## config.mk

```make
export PLATFORM = sky130hd
export DESIGN_NAME = wb_drain_buffer
export DESIGN_NICKNAME = d
export VERILOG_FILES = /design/src/rtl/lc3b_types.sv /design/src/rtl/wb_drain_buffer_line_array.sv /design/src/rtl/wb_drain_buffer.sv
export SDC_FILE = /design/constraint.sdc
export NUM_CORES = 1
export LEC_CHECK = 0
export CAP_MARGIN = 20
export CORE_MARGIN = 5
export CORE_UTILIZATION = 46
export DETAILED_ROUTE_END_ITERATION = 10
export PLACE_DENSITY_LB_ADDON = 0.12
export SLEW_MARGIN = 30
export SYNTH_ARGS = -nofsm -noshare
export SYNTH_HDL_FRONTEND = slang
export SYNTH_SLANG_ARGS = --single-unit
```

## constraint.sdc

```tcl
create_clock -name clk -period 4.5 [get_ports clk]
set_input_delay 0.675 -clock clk [delete_from_list [all_inputs] [get_ports clk]]
set_output_delay 0.675 -clock clk [all_outputs]
set_load 0.01 [all_outputs]
```

## src/rtl/lc3b_types.sv

```systemverilog
// Shared LC-3b cache types: 16-bit machine word and 128-bit cache line,
// plus the 16-byte line-alignment helper used by the write-back path.
package lc3b_types;

  typedef logic [15:0]  lc3b_word;
  typedef logic [127:0] lc3b_c_line;

  localparam int LINE_OFFSET_BITS = 4;

  function automatic lc3b_word line_align(input lc3b_word addr);
    return {addr[15:LINE_OFFSET_BITS], {LINE_OFFSET_BITS{1'b0}}};
  endfunction

endpackage

```

## src/rtl/wb_drain_buffer_line_array.sv

```systemverilog
// wb_line_array: address+data storage for the write-back buffer.
// One indexed write port, two combinational read ports, all tags exposed.
module wb_line_array
  import lc3b_types::*;
#(
  parameter int LINE_W = 128,
  parameter int DEPTH  = 4,
  localparam int IDX_W = $clog2(DEPTH)
) (
  input  logic              clk,
  input  logic              wr_en,
  input  logic [IDX_W-1:0]  wr_idx,
  input  lc3b_word          wr_addr,
  input  logic [LINE_W-1:0] wr_data,
  input  logic [IDX_W-1:0]  rd0_idx,
  output lc3b_word          rd0_addr,
  output logic [LINE_W-1:0] rd0_data,
  input  logic [IDX_W-1:0]  rd1_idx,
  output logic [LINE_W-1:0] rd1_data,
  output lc3b_word          tag_q [DEPTH]
);

  lc3b_word          addr_mem [DEPTH];
  logic [LINE_W-1:0] data_mem [DEPTH];

  // NOTE: storage is deliberately not reset; validity lives in the pointers/count.
  always_ff @(posedge clk) begin
    if (wr_en) begin
      addr_mem[wr_idx] <= wr_addr;
      data_mem[wr_idx] <= wr_data;
    end
  end

  assign rd0_addr = addr_mem[rd0_idx];
  assign rd0_data = data_mem[rd0_idx];
  assign rd1_data = data_mem[rd1_idx];
  assign tag_q    = addr_mem;

endmodule

```

## src/rtl/wb_drain_buffer.sv

```systemverilog
// Write-back drain buffer: 4-entry FIFO of evicted dirty lines drained to pmem.
// Optional store-to-load forwarding port enabled by macro WB_FORWARD_EN.
module wb_drain_buffer
  import lc3b_types::*;
#(
  parameter int LINE_W = $bits(lc3b_c_line),
  parameter int DEPTH  = 4
) (
  input  logic              clk,
  input  logic              rst_n,
  input  logic              wb_push,
  input  lc3b_word          wb_addr,
  input  logic [LINE_W-1:0] wb_data,
  output logic              wb_full,
  output logic              wb_empty,
  output logic              wb_overflow,
  output logic              pmem_write,
  output lc3b_word          pmem_address,
  output logic [LINE_W-1:0] pmem_wdata,
  input  logic              pmem_resp,
  input  lc3b_word          lookup_addr,
  output logic              lookup_hit,
  output logic [LINE_W-1:0] lookup_data
);

  typedef enum logic {IDLE, WRITE} state_t;

  state_t            state, state_next;
  logic [1:0]        head, tail;
  logic [2:0]        count;
  logic              push_ok, pop;
  logic [1:0]        fwd_idx;
  lc3b_word          head_addr;
  logic [LINE_W-1:0] head_data, fwd_data;
  lc3b_word          tags [DEPTH];

  assign wb_full  = (count == 3'd4);
  assign wb_empty = (count == 3'd0);
  assign push_ok  = wb_push && !wb_full;
  assign pop      = (state == WRITE) && pmem_resp;

  always_ff @(posedge clk or negedge rst_n) begin
    if (!rst_n) begin
      state       <= IDLE;
      head        <= 2'd0;
      tail        <= 2'd0;
      count       <= 3'd0;
      wb_overflow <= 1'b0;
    end else begin
      state <= state_next;
      if (push_ok) tail <= tail + 2'd1;
      if (pop)     head <= head + 2'd1;
      case ({push_ok, pop})
        2'b10:   count <= count + 3'd1;
        2'b01:   count <= count - 3'd1;
        default: count <= count;
      endcase
      if (wb_push && wb_full) wb_overflow <= 1'b1;
    end
  end

  // NOTE: next-state defaults to holding so no path through this block infers a latch.
  always_comb begin
    state_next = state;
    case (state)
      IDLE:    if (count != 3'd0) state_next = WRITE;
      WRITE:   if (pmem_resp)     state_next = IDLE;
      default: state_next = IDLE;
    endcase
  end

  // Head stays put for the whole WRITE, so address/data are stable until the pop.
  assign pmem_write   = (state == WRITE);
  assign pmem_address = line_align(head_addr);
  assign pmem_wdata   = head_data;

  wb_line_array #(.LINE_W(LINE_W), .DEPTH(DEPTH)) u_line_array (
    .clk      (clk),
    .wr_en    (push_ok),
    .wr_idx   (tail),
    .wr_addr  (wb_addr),
    .wr_data  (wb_data),
    .rd0_idx  (head),
    .rd0_addr (head_addr),
    .rd0_data (head_data),
    .rd1_idx  (fwd_idx),
    .rd1_data (fwd_data),
    .tag_q    (tags)
  );

  logic unused_head;
  assign unused_head = ^head_addr[3:0];

`ifdef WB_FORWARD_EN
  // Scan oldest to newest so the youngest matching entry overrides earlier ones.
  always_comb begin
    lookup_hit = 1'b0;
    fwd_idx    = head;
    for (int k = 0; k < DEPTH; k++) begin
      if ((3'(k) < count) && (tags[head + 2'(k)][15:4] == lookup_addr[15:4])) begin
        lookup_hit = 1'b1;
        fwd_idx    = head + 2'(k);
      end
    end
  end

  assign lookup_data = lookup_hit ? fwd_data : '0;

  logic unused_fwd;
  assign unused_fwd = ^{lookup_addr[3:0], tags[0][3:0], tags[1][3:0],
                        tags[2][3:0], tags[3][3:0]};
`else
  assign fwd_idx     = head;
  assign lookup_hit  = 1'b0;
  assign lookup_data = '0;

  logic unused_fwd;
  assign unused_fwd = ^{lookup_addr, fwd_data, tags[0], tags[1], tags[2], tags[3]};
`endif

endmodule

```

==> impl_results.md, run 1 <==
* P_int at approximately 13000 uW
* # IOs at ~440
* Worst setup EP type: primary output
* CTS Sinks at 569
* Status: completed
* Top delay family on crit path: buffers and inverters
* Minimum clock period at 3.70 ns
* Core area at ~47000 um2
* DR vias/cell at about 5
* Number of cells upsized or downsized after cts at 0
* Syn Std Cell Area at ~22000 um2
* Slew HR at a little over half
* Sequential-to-total area share from yosys stat at between 70 and 80%
* Max-slew violations at 0
* Reg power frac at between 40% and 50%
* Grt met3 use at ~5.2%
* RSZ-0062 raised after global routing: no
* Met2 usage at about a quarter
* Switching power at 4840 uW
* FP Rows at 79
* Yosys top cell area share at between 70% and 80%
* WS Path Type: reg -> out
* GR Overflow Total at 0
* Finish-stage setup viols at 0
* Combinational power share at about a third
* Crit path required time at 3.83 ns
* First-pass DRT Iterations at 4
* DR iter-0 viols at 473
* Worst-Skew Late Latency at approximately 0.6 ns
* Post-detail-place hpwl at 25000 um
* Fin nets at about 1400
* Sw Ratio at ~28%
* Port bufs at around 290
* Total Routing Usage GR at about 16%
* CTS Buf Count at 57
* Most Used Layer, Global Route: met2
* Cells taking the most area after synthesis: edfxtp_1, mux4_2, buf_4
* Slowest stage cell, crit path: dfrtp_4
* DRT antenna net count at 0
* H-Tree Level Count at 2
* CP peak stage delay at 0.87 ns
* DRT Wirelength at approximately 42000 um
* Routing usage on met1 at between 20% and 30%
* Power Dens Cells at ~660 nW/um2
* Final Hold Fails at 0
* Max Cap Violations at 0
* Crit share post-route at 82.1%
* DRC at 0
* Number of global-route vias before repair at approximately 9900
* Critical-path cell list: buf_4, mux4_2, clkdlybuf4s50_1
* Post-CTS Setup Bufs at 0
* Yosys warns at 0
* First-pass GRT wire length at 61600 um
* Synth unique cells at 24
* Root Driver: clkbuf_16
* Area growth syn-to-layout at 23.2%
* Worst path arrival time at 3.02 ns
* Mapped Cells at around 900
* Detail-routed net length per standard cell at approximately 22 um
* Post-cts hold buffer count at 0
* Final Skew at 0.0259 ns
* Yosys reg bits at 569
* Post-synth top area cell: edfxtp_1
* Proportion of layout cells with a drive suffix above 1 at 18.8%
* Worst-margin pin slew at around 0.7 ns
* Total negative slack at 0 ns
* Worst hold path class: in -> async
* Largest net degree at the start of global routing at between 90 and 100
* Crit start category: flip-flop
* Vias at between 9000 and 10000
* CTS tree: done
* Placed cell area at about 25000 um2
* Worst IR drop on VDD at 0.000389 V
* Syn avg cell area at approximately 24 um2
* Crit Path Max Fanout at 31
* Fin area at roughly 27000 um2
* Crit path buffers/inverters at 2
* Die Span X at between 200 and 250 um
* Initial antenna violation count at 2
* Longest Clk Path Bufs at 3
* Fmax at approximately 0.27 GHz
* Placer Congestion at 0.691
* Die Area at between 50000 and 60000 um2
* LEAKAGE at 0.00885 uW
* Clock share of power at roughly a quarter
* Die height at around 230 um
* Worst-path clk slew at around 0.060 ns
* Initial core utilization at 46.6%
-- metrics by stage --
step	hold slack (ns)	power (uW)	setup WS, ns	util (%)	instances
6_report	0.399	17600	0.804	57.4	1893
5_1_grt	0.401	18500	0.556	57.4	1892
4_1_cts	0.374	17900	0.657	57.4	1892
3_5_place_dp	0.446	13300	1.33	53.4	1787
3_3_place_gp	0.444	13300	1.32	53.4	1787
2_1_floorplan	0.379	10600	1.27	-	1041
-- cell usage after synthesis, drive strengths merged --
cell    instances
a21o            1
a21oi           1
and2            5
buf           160
clkbuf          6
conb            1
dfrtp           9
edfxtp        560
fa              1
ha              5
inv             7
mux2            1
mux2i           1
mux4          140
nand2           1
nor2            1
nor2b           1
nor3            1
nor3b           1
xnor2           3
xor2            3
-- power by group through the flow --
stage	registers, uW	clock network, uW	logic [uW]
after floorplan	7310	0	3240
after global placement	7370	0	5900
after detailed placement	7420	0	5880
after CTS	7320	4730	5900
after global routing	7390	4970	6120
final	7290	4590	5710
-- cell families (layout without fill, tap and decap cells) --
logic type | Yosys count | after routing | share of synthesized area (%)
buf+inv | 173 | 417 | 5.74
other cells | 1 | 134 | 0.0173
simple gates | 10 | 10 | 0.289
compound gates | 2 | 2 | 0.0577
fa+ha+maj | 6 | 6 | 0.381
flops | 569 | 569 | 78.6
mux | 142 | 142 | 14.6
xor+xnor | 6 | 6 | 0.242
-- per-layer routing --
| metal | vias to the layer above | routed length, um |
|---|---|---|
| met5 | - | 13 |
| met1 | 4923 | 16700 |
| met2 | 281 | 20800 |
| li1 | 4159 | - |
| met4 | 2 | 704 |
| met3 | 55 | 3360 |
-- cells in the final DEF, fill, tap and decap left out --
cell type,count
and2_4,4
clkbuf_16,59
clkinv_1,19
nor3b_2,1
a21o_1,1
xnor2_1,3
bufinv_16,6
inv_1,7
dfrtp_4,2
buf_12,11
nor2b_1,1
clkinv_2,9
fa_1,1
dfrtp_1,7
a21oi_1,1
mux2i_1,1
nor2_1,1
mux2_2,1
and2_0,1
mux4_2,140
xor2_1,3
inv_6,2
nor3_1,1
ha_1,5
buf_4,7
clkbuf_1,10
edfxtp_1,560
diode_2,1
conb_1,133
clkdlybuf4s50_1,287
nand2_1,1
-- sequential cells by signal (all words and copies together), names as in the netlist --
signal	cells
u_line_array.data_mem	512
u_line_array.tag_q	48
count	3
fwd_idx	2
tail	2
pmem_write	1
wb_overflow	1
-- path summary, 6_finish.rpt --
path,start,endpoint,slack [ns],cells after the start
min in group clk,wb_overflow,wb_overflow,0.46,1
max in group asynchronous,rst_n,fwd_idx[0],3.73,1
setup / recovery,fwd_idx[0],pmem_wdata[14],0.80,3
hold / removal,rst_n,wb_overflow,0.40,1
setup reg to reg,count[2],u_line_array.data_mem[2][59],2.01,4
hold reg to reg,wb_overflow,wb_overflow,0.46,1
-- area by class of cell --
type	instances	area, um2
Timing Repair Buffer	305	3150
Multi-Input combinational cell	299	3890
Clock buffer	69	1510
Fill cell	3487	19900
Inverter	7	26.3
Tap cell	607	759
Clock inverter	36	314
Antenna cell	1	2.50
Sequential cell	569	17000
No activity file was read; power rests on OpenSTA's default activity.
==> run 2: changes to the inputs <==
--- a/config.mk
+++ b/config.mk
@@ -7,7 +7,7 @@
 export LEC_CHECK = 0
 export CAP_MARGIN = 20
 export CORE_MARGIN = 5
-export CORE_UTILIZATION = 46
+export CORE_UTILIZATION = 48
 export DETAILED_ROUTE_END_ITERATION = 10
 export PLACE_DENSITY_LB_ADDON = 0.12
 export SLEW_MARGIN = 30
==> constraint.sdc (replaced) <==
create_clock -name clk -period 3.45 [get_ports clk]
set_input_delay 0.5175 -clock clk [delete_from_list [all_inputs] [get_ports clk]]
set_output_delay 0.5175 -clock clk [all_outputs]
set_load 0.01 [all_outputs]
==> impl_results.md, run 2 (synthesis gave the netlist of run 1 again) <==
* Max FFs per register at 512 (unchanged)
* First-pass GRT wire length at 62300 um (+1.1%)
* WS Path Type: reg -> out
* Core area at 44400 um2 (-4.6%)
* Vias at 9503 (+0.88%)
* Worst-margin pin slew at 0.528 ns (-0.160 ns)
* Max-slew violations at 0 (unchanged)
* H-Tree Level Count at 2 (unchanged)
* Worst R2R Path Depth at 10 (+6)
* First-pass DRT Iterations at 4 (unchanged)
* LEAKAGE at 0.00890 uW (+0.54%)
* Die height at 222 um (-2.0%)
* Post-detail-place hpwl at 25700 um (+2.6%)
* Final std cells w/o fill at 1893 (unchanged)
* DR vias/cell at 5.02 (+0.88%)
* Worst-path clk slew at 0.06 ns (about the same)
* Slowest stage cell, crit path: dfrtp_4
* Fin nets at 1422 (+0.92%)
* Fmax at ~0.31 GHz
* Number of cells upsized or downsized after cts at 0 (unchanged)
* Initial core utilization at 48.8% (+2.2 points)
* DRT Wirelength at 41400 um (-0.32%)
* Commonest non-fill, non-tap cell in the layout: edfxtp_1
* Crit path required time at 2.93 ns (-0.90 ns)
* Minimum clock period at ~3.2 ns
* DR iter-0 viols at 589 (+25%)
* CTS tree: done
* Longest Clk Path Bufs at 3 (unchanged)
* Worst IR drop on VDD at 0.000509 V (+31%)
* CTS Sinks at 569 (unchanged)
* Die Area at 49500 um2 (-4.0%)
* CTS Buf Count at 57 (unchanged)
* Power Dens Cells at 854 nW/um2 (+30%)
* Status: completed
* Number of global-route vias before repair at 9926 (+0.70%)
* Post-cts hold buffer count at 0 (unchanged)
* Proportion of layout cells with a drive suffix above 1 at 19.3% (+0.43 points)
* Worst setup EP type: primary output
* Final Skew at 0.0200 ns (-0.00587 ns)
* Slew HR at 64.7% (+11 points)
* Worst hold path class: in -> async
* Most frequent cells in the layout: edfxtp_1, clkdlybuf4s50_1, mux4_2, conb_1, clkbuf_16
* GR Overflow Total at 0 (unchanged)
* Final Power at 22900 uW (+30%)
* DRC at 0 (unchanged)
* Crit start category: flip-flop
* FP Rows at 77 (-2.5%)
* Total Routing Usage GR at 16.4% (+0.51 points)
* Worst path arrival time at 2.67 ns (-0.35 ns)
* # IOs at 441 (unchanged)
* Root Driver: clkbuf_16
* Final Hold Fails at 0 (unchanged)
* Hold Slack at 0.266 ns (-0.133 ns)
* Register name with the most flops: u_line_array.data_mem
* Worst-Skew Late Latency at 0.60 ns (about the same)
* Placer Congestion at 0.702 (+1.6%)
* DRT antenna net count at 0 (unchanged)
* Max Cap Violations at 0 (unchanged)
* Detail-routed net length per standard cell at 21.9 um (-0.32%)
* RSZ-0062 raised after global routing: no
* Total negative slack at 0 ns (unchanged)
* Crit share post-route at between 90% and 100%
* Inst Count DP at 1785 (-0.11%)
* Die Span X at 222 um (-2.0%)
* Finish-stage setup viols at 0 (unchanged)
* Area growth syn-to-layout at 23.8%
* Largest net degree at the start of global routing at 63 (-34%)
* CP peak stage delay at 0.61 ns (-0.26 ns)
* Port bufs at 287 (unchanged)
* Initial antenna violation count at 5 (+3)
* Crit Path Max Fanout at 12 (-61%)
* Post-CTS Setup Bufs at 0 (unchanged)
* Critical-path cell list: buf_4, mux4_2, clkdlybuf4s50_1
==> run 2: power breakdown <==
group	leakage (uW)	internal, uW	total [uW]	switching, uW
logic	0.00282	4100	7630	3540
clock network	0.000847	3380	5770	2390
registers	0.00523	9120	9500	377
total	0.00890	16600	22900	6300
==> run 2: layout make-up <==
| cell class | count | area, um2 |
|---|---|---|
| inverter | 7 | 26.3 |
| tap | 592 | 741 |
| fill | 3187 | 17600 |
| sequential | 569 | 17000 |
| antenna | 3 | 7.51 |
| multi-input combinational | 299 | 3890 |
| clock buffer | 91 | 1640 |
| clock inverter | 14 | 119 |
| timing repair buffer | 318 | 3360 |
==> run 2: metal layers <==
metal  global-route usage (%)  vias up  wire, um
met5                        0        -        41
met4                     4.43        6       847
met3                     5.71       64      3330
met2                     25.9      296     20200
met1                     22.2     4953     17000
li1                         -     4184         -
==> run 2: worst paths after layout <==
check / from / end / slack, ns
max in group asynchronous: rst_n / fwd_idx[1] / 2.78
worst max-delay path: fwd_idx[0] / pmem_wdata[5] / 0.26
min in group clk: count[2] / count[2] / 0.49
worst min register to register: count[2] / count[2] / 0.49
worst max register to register: count[0] / count[2] / 1.31
worst min-delay path: rst_n / count[2] / 0.27
==> run 2: critical path: cells and delay by family, from the launching register on <==
kind                   cells  cell delay (ns)
buffers and inverters      2             0.89
flip-flops                 1             0.61
multiplexers               1             0.55
==> run 2: stage by stage <==
step	area (um2)	setup WS (ns)	util, %
after floorplan	22200	0.345	-
after global placement	25100	0.853	56.4
final	26800	0.264	60.4
after global routing	26800	0.144	60.4
after detailed placement	25100	0.857	56.4
after CTS	26800	0.187	60.4
==> run 3: changes to the inputs <==
--- a/config.mk
+++ b/config.mk
@@ -6,7 +6,7 @@
 export NUM_CORES = 1
 export LEC_CHECK = 0
 export CAP_MARGIN = 20
-export CORE_MARGIN = 5
+export CORE_MARGIN = 3
 export CORE_UTILIZATION = 48
 export DETAILED_ROUTE_END_ITERATION = 10
 export PLACE_DENSITY_LB_ADDON = 0.12
==> impl_results.md, run 3 (synthesis gave the netlist of run 1 again) <==
* CTS tree: done
* DR vias/cell at 5.01 (-0.21%)
* Fin nets at 1409 (-0.91%)
* Port bufs at 287 (unchanged)
* Vias at 9428 (-0.79%)
* Crit share post-route at 93.5% (+1.1 points)
* Core area at 44400 um2 (unchanged)
* CP peak stage delay at 0.62 ns (about the same)
* Worst path arrival time at 2.71 ns (+0.04 ns)
* DR iter-0 viols at 511 (-13%)
* Finish-stage setup viols at 0 (unchanged)
* Max Cap Violations at 0 (unchanged)
* GR Overflow Total at 0 (unchanged)
* Die Area at 47700 um2 (-3.6%)
* Status: completed
* Root Driver: clkbuf_16
* RSZ-0062 raised after global routing: no
* Initial core utilization at 48.8% (unchanged)
* CTS Sinks at 569 (unchanged)
* Reg-to-Reg Start: count[2]
* Crit start category: flip-flop
* Crit Path Max Fanout at 38 (+26)
* Top delay family on crit path: buffers and inverters
* H-Tree Level Count at 2 (unchanged)
* Slowest stage cell, crit path: dfrtp_4
* First-pass GRT wire length at 61400 um (-1.5%)
* LEAKAGE at 0.00886 uW (-0.41%)
* Post-CTS Setup Bufs at 0 (unchanged)
* CTS Buf Count at 58 (+1.8%)
* WS Path Type: reg -> out
* Worst IR drop on VDD at 0.000595 V (+17%)
* Slew HR at 58.1% (-6.6 points)
* Register name with the most flops: u_line_array.data_mem
* Die Span X at 218 um (-1.8%)
* Stages on worst setup path at 3 (unchanged)
* Area growth syn-to-layout at 23.3%
* Final Skew at 0.0203 ns (+0.000232 ns)
* # IOs at 441 (unchanged)
* R2R setup slack at 1.19 ns (-0.12 ns)
* Crit path required time at 2.93 ns (about the same)
* Longest Clk Path Bufs at 3 (unchanged)
* FF-to-FF End: u_line_array.data_mem[2][76]
* Power Dens Cells at 859 nW/um2 (+0.58%)
* Max FFs per register at 512 (unchanged)
* Crit path buffers/inverters at 2 (unchanged)
* Fmax at 0.310 GHz (-1.2%)
* Commonest non-fill, non-tap cell in the layout: edfxtp_1
* First-pass DRT Iterations at 4 (unchanged)
* DRT Wirelength at 41100 um (-0.88%)
* Initial antenna violation count at 7 (+2)
* Max-slew violations at 0 (unchanged)
* Total Routing Usage GR at 17.3% (+0.90 points)
* Worst R2R Path Depth at 4 (-6)
* Number of cells upsized or downsized after cts at 0 (unchanged)
* Worst-path clk slew at 0.06 ns (about the same)
* Final Hold Fails at 0 (unchanged)
* Pre-CTS setup slack at 0.746 ns (-0.111 ns)
* Setup slack after layout at 0.225 ns (-0.0390 ns)
* Largest net degree at the start of global routing at 88 (+40%)
* Proportion of layout cells with a drive suffix above 1 at 19.1% (-0.12 points)
* Critical-path cell list: buf_12, mux4_2, clkdlybuf4s50_1
* Minimum clock period at 3.23 ns (+0.0390 ns)
* FP Rows at 77 (unchanged)
* Post-cts hold buffer count at 0 (unchanged)
* Most frequent cells in the layout: edfxtp_1, clkdlybuf4s50_1, mux4_2, conb_1, clkbuf_16
* Worst-margin pin slew at 0.628 ns (+0.100 ns)
* Worst setup EP type: primary output
* Crit path to: pmem_wdata[43]
* Number of global-route vias before repair at 9764 (-1.6%)
* Fill cell count at 3206 (+0.60%)
* DRT antenna net count at 0 (unchanged)
* Detail-routed net length per standard cell at 21.8 um (-0.30%)
* Die height at 218 um (-1.8%)
* DRC at 0 (unchanged)
* Post-detail-place hpwl at 24000 um (-6.7%)
* Placer Congestion at 0.700 (-0.40%)
* Worst-Skew Late Latency at 0.60 ns (about the same)
* Worst hold path class: in -> async
* Total negative slack at 0 ns (unchanged)
* Source of the critical timing path: fwd_idx[0]
==> run 3: cell types whose count changed in the layout (fill, tap and decap cells not counted) <==
cell	before	now
clkbuf_1	28	14
buf_4	11	2
clkinv_2	4	15
clkinv_1	6	11
buf_12	20	15
diode_2	3	5
clkinv_4	0	1
clkinvlp_4	1	0
bufinv_16	2	5
clkbuf_8	4	0
==> run 3: per-stage QoR <==
step                      util, %  hold WS [ns]  instance area, um2  power (uW)  std cells
final                        60.2         0.241               26700       22900       1882
after global placement       56.1         0.443               24900       17300       1771
after floorplan                 -         0.222               22200       13800       1041
after global routing         60.2         0.238               26700       24100       1879
after CTS                    60.1         0.203               26700       23400       1877
after detailed placement     56.1         0.452               24900       17400       1771
==> run 3: final cells by class <==
type | count | area (um2) | area share, %
clock buffers | 73 | 1530 | 5.72
multi-input cells | 299 | 3890 | 14.6
repair buffers | 304 | 3190 | 11.9
well taps | 592 | 741 | 2.77
diodes | 5 | 12.5 | 0.0468
flip-flops and latches | 569 | 17000 | 63.8
inverters | 7 | 26.3 | 0.0983
clock inverters | 33 | 284 | 1.06
==> run 3: per-layer routing <==
metal | GRT usage, % | part of all wire, %
met1 | 23.4 | 41
met2 | 26.9 | 48
met3 | 5.17 | 7.8
met4 | 6.52 | 2.6
met5 | 0 | 0.088
==> run 3: worst min-delay path by stage <==
stage          slack [ns]  depth (start not counted)     endpoint
5_1_grt              0.24                          1  wb_overflow
4_1_cts              0.20                          1  wb_overflow
3_3_place_gp         0.44                          1  wb_overflow
2_1_floorplan        0.22                          0     count[0]
6_report             0.24                          1  wb_overflow
3_5_place_dp         0.45                          1  wb_overflow
==> run 3: power breakdown <==
part	internal (uW)	switching (uW)	total, uW
Sequential	9130	329	9460
Combinational	4000	3560	7560
Clock	3490	2430	5930
Total	16600	6320	22900
